[config.mk]
export PLATFORM = sky130hd
export DESIGN_NAME = tetris_piece_rng
export DESIGN_NICKNAME = d
export VERILOG_FILES = /design/src/rtl/tetris_piece_rng.sv
export SDC_FILE = /design/constraint.sdc
export NUM_CORES = 1
export LEC_CHECK = 0
export BUFFER_PORTS_ARGS = -buffer_cell sky130_fd_sc_hd__buf_2
export CORE_AREA = 3 3 51 53
export DETAILED_ROUTE_END_ITERATION = 8
export DIE_AREA = 0 0 54 56
export PLACE_DENSITY = 0.76
export SKIP_CTS_REPAIR_TIMING = 1
export SLEW_MARGIN = 10
export SYNTH_ARGS = -nofsm -noshare
export SYNTH_HDL_FRONTEND = slang
export SYNTH_SLANG_ARGS = --single-unit
[constraint.sdc]
create_clock -name clk -period 1.55 [get_ports clk]
set_input_delay 0.0775 -clock clk [delete_from_list [all_inputs] [get_ports clk]]
set_output_delay 0.0775 -clock clk [all_outputs]
set_load 0.01 [all_outputs]
[src/rtl/tetris_piece_rng.sv]
// Tetris piece generator: a Galois LFSR feeds 0..6 piece indices to the spawn logic over a valid/ready handshake.
// Define RNG_BAG7_EN to build the 7-bag randomizer instead of plain rejection sampling.
module tetris_piece_rng #(
    parameter int                LFSR_W = 16,
    parameter logic [LFSR_W-1:0] TAPS   = LFSR_W'(16'hB400),
    parameter logic [LFSR_W-1:0] SEED   = LFSR_W'(16'hACE1)
) (
    input  logic              clk,
    input  logic              reset,
    input  logic              seed_load,
    input  logic [LFSR_W-1:0] seed,
    input  logic              piece_ready,
    output logic              piece_valid,
    output logic [2:0]        piece,
    output logic [LFSR_W-1:0] lfsr_state
);

    logic [LFSR_W-1:0] lfsr_next;
    logic [LFSR_W-1:0] seed_value;
    logic [2:0]        cand;
    logic              slot;

    // A zero register would never leave zero, so it is steered back to SEED.
    always_comb begin
        lfsr_next = (lfsr_state >> 1) ^ (lfsr_state[0] ? TAPS : '0);
        if (lfsr_state == '0) begin
            lfsr_next = SEED;
        end
    end

    assign seed_value = (seed == '0) ? SEED : seed;
    assign cand       = lfsr_state[2:0];
    assign slot       = !piece_valid || piece_ready;

    always_ff @(posedge clk) begin
        if (reset) begin
            lfsr_state <= SEED;
        end else if (seed_load) begin
            lfsr_state <= seed_value;
        end else begin
            lfsr_state <= lfsr_next;
        end
    end

`ifdef RNG_BAG7_EN
    logic [6:0] bag_used;
    logic [6:0] bag_marked;
    logic [2:0] bag_pick;

    // Take the first index still free in this bag, scanning upward from the candidate and wrapping 6 -> 0.
    always_comb begin
        logic [2:0] start;
        logic [3:0] probe;
        logic       found;
        start    = (cand == 3'd7) ? 3'd0 : cand;
        bag_pick = start;
        found    = 1'b0;
        for (int k = 0; k < 7; k++) begin
            probe = {1'b0, start} + 4'(k);
            if (probe >= 4'd7) begin
                probe = probe - 4'd7;
            end
            if (!found && !bag_used[probe[2:0]]) begin
                bag_pick = probe[2:0];
                found    = 1'b1;
            end
        end
        bag_marked = bag_used | (7'd1 << bag_pick);
    end

    always_ff @(posedge clk) begin
        if (reset || seed_load) begin
            bag_used <= '0;
        end else if (slot) begin
            bag_used <= (bag_marked == 7'h7F) ? 7'h00 : bag_marked;
        end
    end

    always_ff @(posedge clk) begin
        if (reset) begin
            piece_valid <= 1'b0;
            piece       <= 3'd0;
        end else if (seed_load) begin
            piece_valid <= 1'b0;
        end else if (slot) begin
            piece_valid <= 1'b1;
            piece       <= bag_pick;
        end
    end
`else
    // Candidate 7 is rejected and leaves a single bubble; piece keeps its last value meanwhile.
    always_ff @(posedge clk) begin
        if (reset) begin
            piece_valid <= 1'b0;
            piece       <= 3'd0;
        end else if (seed_load) begin
            piece_valid <= 1'b0;
        end else if (slot) begin
            if (cand != 3'd7) begin
                piece_valid <= 1'b1;
                piece       <= cand;
            end else begin
                piece_valid <= 1'b0;
            end
        end
    end
`endif

endmodule

## Yosys cells after proc, flatten, opt, wreduce, memory -nomap -nowiden

Index checks and enable logic that the tools add are counted.

- Bits of input ports: 20
- Register bits after elaboration: 20

- Reduce and logical (&&, ||, !) cells: 6
- Multiplexer cells: 5
- Bitwise logic cells: 2
- Equality and inequality tests: 1

Operators by type and width:

| kind | count |
|---|---|
| $mux 16 | 4 |
| $logic_not 16->1 | 2 |
| $xor 15x16->16 | 1 |
| $ne 3x3->1 const B | 1 |
| $reduce_and 3->1 | 1 |
| $reduce_or 2->1 | 1 |
| $logic_not 1->1 | 1 |
| $logic_or 1x1->1 | 1 |
| $mux 1 | 1 |
| $not 1->1 | 1 |

## Logic depth before layout (Yosys ltp)

- Depth in word-level cells: 4
- Mapped depth: 4
- Mapped depth without buffers: 3

## Worst setup path before layout

No wires, ideal clock.

- Kind: reg2reg
- From: register lfsr_state[0]
- To: register lfsr_state[0]
- Clock period less this slack: 1.665 ns
- Stages on the path, launching flop included: 5
- Data arrival time: 1.608 ns
- Path buffers: 1
- Slack: -0.115 ns
- Cell sequence: dfxtp_1 -> buf_6 -> or4_4 -> o41ai_4 -> o22a_2

- Longest elaborated chain between the ends: 3

RTL lines:

| item | RTL line | RTL |
|---|---|---|
| start, declared | 15 | `output logic [LFSR_W-1:0] lfsr_state` |
| start signal, assigned | 39 | `lfsr_state <= seed_value;` |
| start signal, assigned | 41 | `lfsr_state <= lfsr_next;` |
| $logic_not 16->1 | 26 | `if (lfsr_state == '0) begin` |
| $mux 16 | 26 |  |
| $mux 16 | 38 | `end else if (seed_load) begin` |

Every way passes these cells.
A chain may end at the register's enable or synchronous reset.

## Worst setup path in the final report

- From: register lfsr_state[0]
- To: register lfsr_state[13]

- Longest elaborated chain between the ends: 4

RTL lines:

| item | RTL line | RTL |
|---|---|---|
| $mux 16 | 25 | `lfsr_next = (lfsr_state >> 1) ^ (lfsr_state[0] ? TAPS : '0);` |
| $xor 15x16->16 | 25 |  |
| $mux 16 * | 26 |  |
| $mux 16 * | 38 |  |

Every way passes the cells marked *; elsewhere a longest branch is shown, timed or not.

==> flow_summary.json <==
{
  "outcome": "finished, violations left",
  "violations": "negative hold slack, negative setup slack",
  "drv_cap": 0,
  "worstSetupStartpointType": "flip-flop",
  "synth.distinct_cells": 21,
  "synth-simple-area-share_pct": 19.3,
  "synth_enable_flop_cells": 0,
  "syn_inst": 80,
  "viasPerCell": 5.14,
  "hold_class": "in2reg",
  "drive_gt1_share_pct": 51.5,
  "end_kind": "flip-flop",
  "timing.hold.ws_ns": -0.00172,
  "post-dp-hpwl_mm": 1.87,
  "synth_area_per_cell_um2": 10.4,
  "ir_drop_mv": 0.522,
  "wl_mm": 2.34,
  "synth_common_cells": "20 x dfxtp_1, 9 x nor2_1, 8 x o22a_2",
  "grt_usage_pct": 16.6,
  "drt-initial-drc-count": 10,
  "crit_type": "reg2reg",
  "synth_area_leaders": "dfxtp_1 48%, o22a_2 9.7%, mux2i_1 8.5%, nor2_1 4.1%, nor3_1 3.6%",
  "antenna_found_initial": 0,
  "finalHoldViolCount": 2,
  "worst_pin_slew_ns": 0.312,
  "rsz0062_at_grt": "yes",
  "die_h_um": 56,
  "firstDrtPassIters": 4,
  "setup_violations": 8,
  "netlist_area_um2": 828,
  "synth.most_common_cell": "dfxtp_1",
  "final_core_util_pct": 53.5,
  "ys_ff_latch": 20,
  "nets": 154,
  "cts_tree": "done",
  "core_um2": 2190,
  "gp_congestion": 0.718,
  "grt_max_degree": 14,
  "synth-compound-area-share_pct": 18.0,
  "avgRoutedWirePerCell_um": 14.7,
  "cts_sinks": 20,
  "synth_top_family_by_area": "simple AND/OR/NAND/NOR gates",
  "min_period_ns": 1.60,
  "yosys_most_used_dff": "dfxtp_1",
  "fp.dieW_um": 54,
  "clk_latency_ns": 0.30,
  "synth-xor-area-share_pct": 3.17,
  "synthMuxAreaShare_pct": 8.46,
  "power_mw": 1.06,
  "io_pins": 40,
  "ys_seq_area_share_pct": 48.3,
  "yosysWarnings": 0,
  "portBuffers": 39,
  "synth-adder-area-share_pct": 0,
  "maxSlewViolCount": 0,
  "clockRootBuffer": "clkbuf_4",
  "clk_pin_slew_worst_paths_ns": 0.11,
  "power_leakage_nw": 0.542,
  "layout_setup_ws_ns": -0.0505,
  "arrival_ns": 1.85,
  "first_global_vias": 860,
  "antenna_left": 0,
  "maxSlewHeadroom_pct": 79.0,
  "die_area_um2": 3020,
  "syn-num-nets": 100,
  "grt_overflow": 0,
  "skew_ns": 0.000911,
  "diodes": 0,
  "drc": 0,
  "cts_buffers": 3,
  "vias": 823,
  "cts_buffer_depth": 2,
  "yosysTopAreaCell": "dfxtp_1",
  "syn2layout_area_growth_pct": 41.5,
  "cts_max_level": 1,
  "fmax_ghz": 0.625,
  "post-route-period-util_pct": 103,
  "power_density_nw_per_um2": 907,
  "start_util_pct": 37.8,
  "fin_setup_tns_ns": -0.341,
  "rows": 17,
  "synth_top_area_share_pct": 48.3,
  "place_worst_setup_slack_ns": -0.0405,
  "grt_pass1_wl_mm": 3.80,
  "crit_path_max_fanout": 4,
  "cp.required_ns": 1.80,
  "nFillCells": 208,
  "async_flop_share_pct": 0
}
==> critical path, stage by stage (launching register included) <==
cell	delay, ns
dfxtp_1	0.33
or4_4	0.54
o41ai_4	0.37
buf_4	0.19
o22a_2	0.13
==> cells in the final DEF, fill, tap and decap left out <==
cell / n
a31oi_1: 3
clkbuf_4: 3
mux2i_1: 7
nor3_1: 6
a21boi_0: 1
or4_4: 3
nand2b_1: 2
nor2_1: 9
dfxtp_2: 2
buf_2: 39
xor2_1: 3
o22a_2: 8
or4_1: 1
o41ai_4: 1
buf_4: 12
dlygate4sd3_1: 1
dfxtp_1: 18
nor2b_1: 1
a41o_1: 1
a21oi_1: 1
nand2_1: 5
nor4_1: 4
inv_1: 1
==> registers in the layout, indices dropped and copies added (netlist names) <==
register	flops
piece_valid	1
piece	3
lfsr_state	16
==> cells by family after synthesis <==
| logic type | after synthesis |
|---|---|
| multiplexers | 7 |
| buffers and inverters | 4 |
| AND/OR/NAND/NOR | 31 |
| flip-flops | 20 |
| AO/OA/AOI/OAI | 15 |
| XOR/XNOR | 3 |
==> layout make-up <==
cell class	instances	area [um2]	area share, %
multi-input cells	56	413	35.2
flip-flops and latches	20	403	34.4
repair buffers	52	295	25.2
well taps	28	35.0	2.99
clock buffers	3	22.5	1.92
inverters	1	3.75	0.320
==> worst paths after layout <==
path | start | end | slack, ns | cells after the start
min reg2reg | lfsr_state[6] | lfsr_state[5] | 0.53 | 1
max | lfsr_state[0] | lfsr_state[13] | -0.05 | 4
max reg2reg | lfsr_state[0] | lfsr_state[13] | -0.05 | 4
min | seed[11] | lfsr_state[11] | -0.002 | 2
==> stage by stage <==
step	area, um2	cells
after detailed placement	1130	155
after global placement	1130	155
final	1170	160
after global routing	1170	160
after floorplan	836	80
after CTS	1150	158
==> report_power, final <==
| part | internal, mW | leakage [nW] | switching [mW] | total, mW |
|---|---|---|---|---|
| registers | 0.554 | 0.167 | 0.0266 | 0.581 |
| logic | 0.122 | 0.361 | 0.114 | 0.236 |
| clock network | 0.0906 | 0.0138 | 0.155 | 0.246 |
==> per-layer routing <==
layer | part of all wire (%) | global-route usage (%)
met1 | 41 | 20.6
met2 | 48 | 25.3
met3 | 7.0 | 4.83
met4 | 3.5 | 8.54
met5 | 0 | 0
No activity file was read; power rests on OpenSTA's default activity.
